===== config.mk =====
export PLATFORM = sky130hd
export DESIGN_NAME = pipeline_hazard_ctrl
export DESIGN_NICKNAME = d
export VERILOG_FILES = /design/src/rtl/pipe_ctrl_pkg.sv /design/src/rtl/load_use_detect.sv /design/src/rtl/pipeline_hazard_ctrl.sv
export SDC_FILE = /design/constraint.sdc
export NUM_CORES = 1
export LEC_CHECK = 0
export CAP_MARGIN = 0
export CORE_MARGIN = 2
export CORE_UTILIZATION = 30
export CTS_CLUSTER_DIAMETER = 200
export DETAILED_ROUTE_END_ITERATION = 10
export MAX_ROUTING_LAYER = met4
export PLACE_DENSITY = 0.68
export SLEW_MARGIN = 20
export SYNTH_ARGS = -nofsm -noshare
export SYNTH_HDL_FRONTEND = slang
export SYNTH_SLANG_ARGS = --single-unit

===== constraint.sdc =====
create_clock -name clock -period 2.1 [get_ports clock]
set_input_delay 0.315 -clock clock [delete_from_list [all_inputs] [get_ports clock]]
set_output_delay 0.315 -clock clock [all_outputs]
set_load 0.03 [all_outputs]

===== src/rtl/pipe_ctrl_pkg.sv =====
// Shared definitions for the pipeline sequencing controller and its helpers.
package pipe_ctrl_pkg;

    // FSM state encodings; 2'd3 is unused and treated as RUN
    localparam logic [1:0] ST_RUN = 2'd0;
    localparam logic [1:0] ST_MDU = 2'd1;
    localparam logic [1:0] ST_MEM = 2'd2;
    localparam logic [1:0] ST_ILL = 2'd3;

    // Architectural zero register; writes to it never create a dependency
    localparam logic [4:0] REG_ZERO = 5'd0;

    // Width of the multiply/divide hold counter (MDU_LAT up to 15)
    localparam int unsigned MDU_CNT_W = 4;

    // Pipeline register controls driven as one bundle
    typedef struct packed {
        logic pc_wen;
        logic ifid_wen;
        logic idex_wen;
        logic exmem_wen;
        logic ifid_flush;
        logic idex_flush;
        logic exmem_flush;
    } pipe_ctl_t;

    // Normal advance: every register loads, nothing is squashed
    localparam pipe_ctl_t CTL_ADVANCE = '{
        pc_wen: 1'b1, ifid_wen: 1'b1, idex_wen: 1'b1, exmem_wen: 1'b1,
        ifid_flush: 1'b0, idex_flush: 1'b0, exmem_flush: 1'b0
    };

    // Held in reset: nothing loads, every register is forced to a bubble
    localparam pipe_ctl_t CTL_RESET = '{
        pc_wen: 1'b0, ifid_wen: 1'b0, idex_wen: 1'b0, exmem_wen: 1'b0,
        ifid_flush: 1'b1, idex_flush: 1'b1, exmem_flush: 1'b1
    };

    // Whole pipe frozen while data memory is busy
    localparam pipe_ctl_t CTL_FREEZE = '{
        pc_wen: 1'b0, ifid_wen: 1'b0, idex_wen: 1'b0, exmem_wen: 1'b0,
        ifid_flush: 1'b0, idex_flush: 1'b0, exmem_flush: 1'b0
    };

    // Data memory has an outstanding access that does not complete this cycle
    function automatic logic mem_freeze(input logic req, input logic ready);
        return req & ~ready;
    endfunction

endpackage


===== src/rtl/load_use_detect.sv =====
// Load-use hazard comparator: the EX load produces a register the ID
// instruction is about to read. Shared with the forwarding unit.
module load_use_detect
    import pipe_ctrl_pkg::*;
(
    input  logic       ex_mem_ren,
    input  logic [4:0] ex_rd,
    input  logic [4:0] id_rs,
    input  logic [4:0] id_rt,
    input  logic       id_uses_rt,
    output logic       lu_c
);

    logic rs_hit_c;
    logic rt_hit_c;

    // rt only matters when the ID instruction actually sources it
    always_comb begin
        rs_hit_c = (ex_rd == id_rs);
        rt_hit_c = id_uses_rt & (ex_rd == id_rt);
        lu_c     = ex_mem_ren & (ex_rd != REG_ZERO) & (rs_hit_c | rt_hit_c);
    end

endmodule


===== src/rtl/pipeline_hazard_ctrl.sv =====
// Pipeline sequencing controller for the five-stage core: load-use bubbles,
// branch squash, multi-cycle MDU hold in EX and data-memory freeze.
// Optional statistics counters are built when HAZ_STATS_EN is defined.
module pipeline_hazard_ctrl
    import pipe_ctrl_pkg::*;
#(
    parameter int unsigned MDU_LAT = 4,
    parameter int unsigned CNT_W   = 32
)
(
    input  logic             clock,
    input  logic             reset,
    input  logic [4:0]       id_rs,
    input  logic [4:0]       id_rt,
    input  logic             id_uses_rt,
    input  logic             id_mdu_start,
    input  logic             ex_mem_ren,
    input  logic [4:0]       ex_rd,
    input  logic             ex_branch_taken,
    input  logic             mem_req,
    input  logic             mem_ready,
    output logic             pc_wen,
    output logic             ifid_wen,
    output logic             idex_wen,
    output logic             exmem_wen,
    output logic             ifid_flush,
    output logic             idex_flush,
    output logic             exmem_flush,
    output logic [1:0]       state
`ifdef HAZ_STATS_EN
    ,
    output logic [CNT_W-1:0] stall_cycles,
    output logic [CNT_W-1:0] bubble_cnt
`endif
);

    logic [1:0]           state_q;
    logic [1:0]           state_nxt;
    logic [MDU_CNT_W-1:0] mdu_cnt_q;
    logic [MDU_CNT_W-1:0] mdu_cnt_nxt;
    logic                 frz_c;
    logic                 lu_c;
    logic                 bubble_c;
    pipe_ctl_t            ctl_c;

    // Load-use comparator
    load_use_detect u_lu (
        .ex_mem_ren (ex_mem_ren),
        .ex_rd      (ex_rd),
        .id_rs      (id_rs),
        .id_rt      (id_rt),
        .id_uses_rt (id_uses_rt),
        .lu_c       (lu_c)
    );

    assign frz_c = mem_freeze(mem_req, mem_ready);

    // State and MDU hold counter
    always_ff @(posedge clock or negedge reset) begin
        if (!reset) begin
            state_q   <= ST_RUN;
            mdu_cnt_q <= '0;
        end else begin
            state_q   <= state_nxt;
            mdu_cnt_q <= mdu_cnt_nxt;
        end
    end

    // Next state, counter and pipeline controls; priority frz > MDU > branch > lu > MDU start
    always_comb begin
        ctl_c       = CTL_ADVANCE;
        state_nxt   = state_q;
        mdu_cnt_nxt = mdu_cnt_q;
        bubble_c    = 1'b0;

        if (!reset) begin
            ctl_c       = CTL_RESET;
            state_nxt   = ST_RUN;
            mdu_cnt_nxt = '0;
        end else if (frz_c) begin
            // Freeze keeps an MDU op pending; otherwise park in MEM_WAIT
            ctl_c     = CTL_FREEZE;
            state_nxt = (state_q == ST_MDU) ? ST_MDU : ST_MEM;
        end else if (state_q == ST_MDU) begin
            // Hold PC/IF/ID, let EX/MEM take bubbles behind the MDU op
            ctl_c.pc_wen      = 1'b0;
            ctl_c.ifid_wen    = 1'b0;
            ctl_c.idex_wen    = 1'b0;
            ctl_c.exmem_flush = 1'b1;
            if (mdu_cnt_q <= MDU_CNT_W'(1)) begin
                mdu_cnt_nxt = '0;
                state_nxt   = ST_RUN;
            end else begin
                mdu_cnt_nxt = mdu_cnt_q - MDU_CNT_W'(1);
            end
        end else begin
            // RUN, released MEM_WAIT and the illegal code all behave as RUN
            state_nxt = ST_RUN;
            if (ex_branch_taken) begin
                ctl_c.ifid_flush = 1'b1;
                ctl_c.idex_flush = 1'b1;
            end else if (lu_c) begin
                ctl_c.pc_wen     = 1'b0;
                ctl_c.ifid_wen   = 1'b0;
                ctl_c.idex_flush = 1'b1;
                bubble_c         = 1'b1;
            end else if (id_mdu_start) begin
                mdu_cnt_nxt = MDU_CNT_W'(MDU_LAT - 1);
                state_nxt   = ST_MDU;
            end
        end
    end

    assign pc_wen      = ctl_c.pc_wen;
    assign ifid_wen    = ctl_c.ifid_wen;
    assign idex_wen    = ctl_c.idex_wen;
    assign exmem_wen   = ctl_c.exmem_wen;
    assign ifid_flush  = ctl_c.ifid_flush;
    assign idex_flush  = ctl_c.idex_flush;
    assign exmem_flush = ctl_c.exmem_flush;
    assign state       = state_q;

`ifdef HAZ_STATS_EN
    logic [CNT_W-1:0] stall_q;
    logic [CNT_W-1:0] bubble_q;

    // Saturating counts of PC-stalled cycles and load-use bubbles
    always_ff @(posedge clock or negedge reset) begin
        if (!reset) begin
            stall_q  <= '0;
            bubble_q <= '0;
        end else begin
            if (!ctl_c.pc_wen && (stall_q != '1)) begin
                stall_q <= stall_q + CNT_W'(1);
            end
            if (bubble_c && (bubble_q != '1)) begin
                bubble_q <= bubble_q + CNT_W'(1);
            end
        end
    end

    assign stall_cycles = stall_q;
    assign bubble_cnt   = bubble_q;
`else
    logic [CNT_W-1:0] unused_stats;
    assign unused_stats = CNT_W'(bubble_c);
`endif

endmodule


==> impl_metrics.yaml, run 1 <==
run_status:
  outcome: "complete, no violations"
placement:
  io_buffers: 31
  place.gp.congestion: 0.745
  dp_hpwl_mm: 1.25
  place_inst: 124
  placed_area_sq_um: 976
final_layout:
  final_core_util_pct: 52.1
  final_layout_size_suffix_gt1_share_pct: 29.7
  diodes: 0
  finalNonFillerCells: 128
  nets: 128
  fin_area_sq_mm: 0.00100
  nFillCells: 198
  area_growth_pct: 69.0
setup_path:
  cp_slowest_cell: "dlygate4sd2_1"
  crit_path_cell_trace: "dlygate4sd2_1 -> xor2_1 -> nor4_1 -> and3_2 -> o221ai_4 -> o311ai_2 -> buf_4"
  path_class: "in -> out"
  arrival_ns: 1.70
  critical_path.max_fanout: 3
  critical_path.startpoint_type: "primary input"
  worstPathRequired_ns: 1.78
  max_stage_delay_ns: 0.24
  worstSetupEndpointType: "output pin"
  reg2regPathDepth: 8
timing:
  clock_skew_ns: 0.00432
  rsz0062_at_grt: "no"
  hold_violations: 0
  finalSetupViolations: 0
  relSlewSlack_pct: 68.9
  fin_crit_ns: 2.01
  drv_slew: 0
  finalCritPeriodShare_pct: 95.9
  max_freq_ghz: 0.497
  tightest_slew_ns: 0.463
clocking:
  htreeDepth: 1
  clk_path_buf_depth: 2
  cts_tree: "yes"
  clk_latency_ns: 0.24
  cts-root-buf: "clkbuf_4"
  clkTransAtPathRegs_ns: 0.05
  clock_sinks: 6
  cts-buffers-inserted: 3
synthesis:
  synth_top_area_share_pct: 25.3
  synth_top_cell_by_area: "dfrtp_1"
  synth-seq-cells: 6
  synth.cell_area_sq_um: 593
  syn_inst: 62
  yosys-top-cells-area: "dfrtp_1 25%, xor2_1 8.9%, xnor2_1 5.9%"
  ys_types: 35
  async_flop_share_pct: 100
  synthTopCellsByCount: "6 x dfrtp_1, 6 x xor2_1, 4 x nor2_1, 4 x xnor2_1"
  yosysWarnings: 0
  synth_ff_type: "dfrtp_1"
  syn_avg_cell_area_sq_um: 9.57
  synth_edf_count: 0
  ys_seq_area_share_pct: 25.3
  synth_nets: 87
drt:
  wl_mm: 1.58
  final_antenna_net_count: 0
  drt_iter0_drc: 7
  vias: 612
  wl_per_cell_um: 12.3
  drc: 0
  viasPerCell: 4.78
  dr.pass1.iters: 4
grt:
  grt_pass1_wl_mm: 2.74
  first_global_vias: 664
  grt_usage_pct: 15.0
  overflow: 0
  grt_max_degree: 15
  antenna_found_initial: 0
pwr:
  p_sw_share_pct: 34.5
  combPwrFrac_pct: 48.0
  total_leakage_power_nw: 0.478
  ir_drop_mv: 0.422
  total_power_w: 0.000480
  sequentialPowerShare_pct: 29.9
  clkPwrFrac_pct: 22.1
  internal-power_w: 0.000314
  p_switching_w: 0.000166
  p_per_area_mw_per_mm2: 479
floorplan:
  fp-row-count: 16
  fp.dieW_um: 48.5
  start_util_pct: 30.9
  dieHeight_um: 48.5
  core_area_sq_mm: 0.00192
  fp.dieArea_sq_mm: 0.00235
  num_io_pins: 32
flow_run:
  maxCapViolations: 0
worst_hold_path:
  min_path_type: "in -> async"
power groups by stage:
stage	sequential (W)	clock, W	combinational (W)
2_1_floorplan	0.000147	0	0.000132
3_3_place_gp	0.000144	0	0.000234
3_5_place_dp	0.000145	0	0.000238
4_1_cts	0.000143	0.000110	0.000234
5_1_grt	0.000146	0.000118	0.000255
6_report	0.000143	0.000106	0.000231
repair_timing:
action / in CTS / in global routing
hold buffers: 0 / 0
endpoints found under the setup margin: 5 / 3
gates resized for setup: 17 / 9
buffers inserted: 1 / 0
gates cloned: 0 / 0
pin swaps: 6 / 11
cells by family (layout without fill, tap and decap cells):
logic type	Yosys count	after routing	share of synthesized area [%]
AO/OA/AOI/OAI	12	12	19.6
XOR/XNOR	10	10	14.8
adder cells (fa/ha/maj)	2	2	4.22
buffers and inverters	5	44	5.27
flip-flops	6	6	25.3
multiplexers	2	2	5.06
AND/OR/NAND/NOR	25	25	25.7
sequential cells by signal (all words and copies together) (netlist names):
register and count:
state 2, mdu_cnt_q 4
final cells by class:
cell class / instances / area (sq um) / area share (%)
clock buffers: 3 / 22.5 / 2.25
inverters: 2 / 7.51 / 0.749
multi-input cells: 51 / 422 / 42.1
flip-flops and latches: 6 / 150 / 15.0
well taps: 27 / 33.8 / 3.37
repair buffers: 39 / 367 / 36.6
critical path: cells and delay by family:
family	cells	cell delay [ns]
AO/OA/AOI/OAI	2	0.34
buffers and inverters	2	0.44
XOR/XNOR	1	0.15
AND/OR/NAND/NOR	2	0.46
routing by layer:
layer	vias up	wire (um)	GRT usage, %
li1	303	-	-
met1	280	668	18.4
met2	29	788	24.8
met3	0	121	5.25
met4	0	0	1.90
met5	-	0	-
cells in the final DEF, fill, tap and decap left out, drive strengths merged, types with 2 or more instances in the layout:
cell / synthesis / layout
clkbuf: 1 / 4
clkdlybuf4s50: 0 / 11
o21ai: 3 / 3
inv: 2 / 2
nor2b: 3 / 3
ha: 2 / 2
xnor2: 4 / 4
nand3: 3 / 3
mux2: 2 / 2
clkdlybuf4s15: 0 / 4
nand2: 3 / 3
dfrtp: 6 / 6
dlygate4sd2: 0 / 5
and3: 2 / 2
nor3: 2 / 2
nor2: 4 / 4
buf: 2 / 14
dlymetal6s2s: 0 / 4
nor3b: 2 / 2
xor2: 6 / 6
metrics by stage:
step,setup TNS [ns],worst slack [ns],hold WS (ns)
2_1_floorplan,0,0.0873,0.0194
3_3_place_gp,-1.11,-0.252,0.514
3_5_place_dp,-1.35,-0.291,0.515
4_1_cts,-0.0666,-0.0666,0.415
5_1_grt,0,0.00581,0.437
6_report,0,0.0859,0.415
path summary, 6_finish.rpt:
| path | end | slack (ns) | start |
|---|---|---|---|
| max | idex_flush | 0.09 | id_rt[3] |
| min | mdu_cnt_q[0] | 0.42 | reset |
| max reg2reg | mdu_cnt_q[3] | 0.25 | mdu_cnt_q[0] |
| min reg2reg | mdu_cnt_q[1] | 0.53 | mdu_cnt_q[1] |
| max in group asynchronous | mdu_cnt_q[2] | 1.57 | reset |
| min in group clock | mdu_cnt_q[1] | 0.53 | mdu_cnt_q[1] |
(Power assumes the default switching activity.)
==> run 2, diff against run 1 <==
--- a/config.mk
+++ b/config.mk
@@ -6,7 +6,6 @@
 export NUM_CORES = 1
 export LEC_CHECK = 0
 export CAP_MARGIN = 0
-export CORE_MARGIN = 2
 export CORE_UTILIZATION = 30
 export CTS_CLUSTER_DIAMETER = 200
 export DETAILED_ROUTE_END_ITERATION = 10
==> run 2 against run 1 <==
  * Via count decreased by 2.6%
  * Register-to-register slack improved by 0.10 ns
  * Highest routed layer is now met4
  * Clock power about the same
  * Critical path type unchanged
==> impl_metrics.yaml, run 2 (synthesis results as in run 1) <==
run_status:
  outcome: "complete, no violations"
grt:
  grt_busiest_layer: "met2"
  overflow: 0
  grt_pass1_wl_mm: 2.59
  met2_usage_pct: 24.4
  grt_usage_pct: 17.9
  grtUsageMet1_pct: 23.5
  grt_max_degree: 11
  grt_use_met3_pct: 6.67
  antenna_found_initial: 0
  first_global_vias: 606
timing:
  fin_crit_ns: 2.03
  tightest_slew_ns: 0.365
  max_freq_ghz: 0.493
  drv_slew: 0
  rsz0062_at_grt: "yes"
  finalSetupViolations: 0
  clock_skew_ns: 0.00279
  relSlewSlack_pct: 75.6
  finalCritPeriodShare_pct: 96.5
  hold_violations: 0
drt:
  wl_per_cell_um: 12.1
  wl_mm: 1.50
  drc: 0
  vias: 596
  viasPerCell: 4.81
  final_antenna_net_count: 0
  dr.pass1.iters: 4
  drt_iter0_drc: 8
setup_path:
  max_stage_delay_ns: 0.41
  worstPathRequired_ns: 1.78
  ff2ff_setup_slack_ns: 0.35
  crit_family: "buffers and inverters"
  critical_path.startpoint_type: "primary input"
  path_class: "in -> out"
  r2r-end: "mdu_cnt_q[3]"
  crit_path_cell_trace: "clkdlybuf4s50_1 -> xor2_1 -> nor3_2 -> o221ai_4 -> o311ai_2 -> buf_4"
  arrival_ns: 1.71
  crit_buf_inv: 2
  critical_path.max_fanout: 3
  reg2regPathDepth: 8
  cp_slowest_cell: "clkdlybuf4s50_1"
  worstSetupEndpointType: "output pin"
  r2r_start: "mdu_cnt_q[1]"
final_layout:
  nets: 126
  final_layout_size_suffix_gt1_share_pct: 33.3
  mostFrequentLayoutCell: "buf_4"
  nFillCells: 169
  largest_register_ff_count: 4
  area_growth_pct: 62.2
  diodes: 0
  mostFrequentLayoutCells: "13 x buf_4, 12 x clkdlybuf4s50_1, 6 x xor2_1, 6 x dfrtp_1"
  largest-register: "mdu_cnt_q"
  final_core_util_pct: 54.0
  fin_area_sq_um: 962
clocking:
  htreeDepth: 1
  clkTransAtPathRegs_ns: 0.05
  clk_path_buf_depth: 2
  cts-root-buf: "clkbuf_4"
  clock_sinks: 6
  clk_latency_ns: 0.25
  cts_tree: "yes"
  cts-buffers-inserted: 3
worst_hold_path:
  min_path_type: "in -> async"
floorplan:
  num_io_pins: 32
  dieHeight_um: 46.5
  core_area_sq_mm: 0.00178
  fp-row-count: 15
  fp.dieW_um: 46.5
  fp.dieArea_sq_mm: 0.00216
  start_util_pct: 33.3
flow_run:
  maxCapViolations: 0
pwr:
  ir_drop_mv: 0.323
  p_per_area_mw_per_mm2: 501
  total_leakage_power_nw: 0.429
placement:
  place.gp.congestion: 0.704
  dp_hpwl_mm: 1.25
  io_buffers: 31
  placed_area_sq_um: 941
## run 2: worst max path at each step
stage	start	cells after the start	slack [ns]	endpoint
6_report	id_rs[1]	6	0.07	idex_flush
5_1_grt	id_rs[1]	6	-0.02	idex_flush
4_1_cts	ex_rd[4]	7	0.008	idex_flush
3_5_place_dp	ex_rd[4]	7	-0.32	idex_flush
3_3_place_gp	ex_rd[4]	7	-0.26	idex_flush
2_1_floorplan	state[0]	5	0.09	pc_wen
## run 2: per-stage QoR
stage          setup TNS, ns  hold WS [ns]  std cells  setup slack [ns]  total power, W
3_3_place_gp           -1.16         0.527        120            -0.260        0.000371
2_1_floorplan              0        0.0194         62            0.0873        0.000280
4_1_cts                    0         0.270        124           0.00799        0.000482
5_1_grt              -0.0217         0.279        124           -0.0217        0.000523
6_report                   0         0.286        124            0.0736        0.000482
3_5_place_dp           -1.45         0.538        120            -0.321        0.000378
## run 2: per-layer routing
metal	vias up	part of all wire [%]
li1	298	-
met1	281	46
met2	15	48
met3	2	5.1
met4	0	0.93
met5	-	0
## run 2: layout make-up
type,instances,area (sq um),share of cell area [%]
Inverter,2,7.51,0.780
Sequential cell,6,150,15.6
Timing Repair Buffer,37,314,32.6
Tap cell,25,31.3,3.25
Clock buffer,3,22.5,2.34
Multi-Input combinational cell,51,437,45.4
## run 2: repair_timing
action                                 CTS  global route
resized for setup                       25             5
endpoints found under the hold margin    0             0
pin swaps                               11             4
setup endpoints to repair                3             4
setup buffers                            1             0
hold buffers                             0             0
## run 2: power breakdown
part	switching, W	leakage, nW	total (W)	internal [W]
Combinational	0.000114	0.337	0.000229	0.000115
Clock	0.0000445	0.0138	0.000109	0.0000648
Sequential	0.0000138	0.0779	0.000144	0.000131
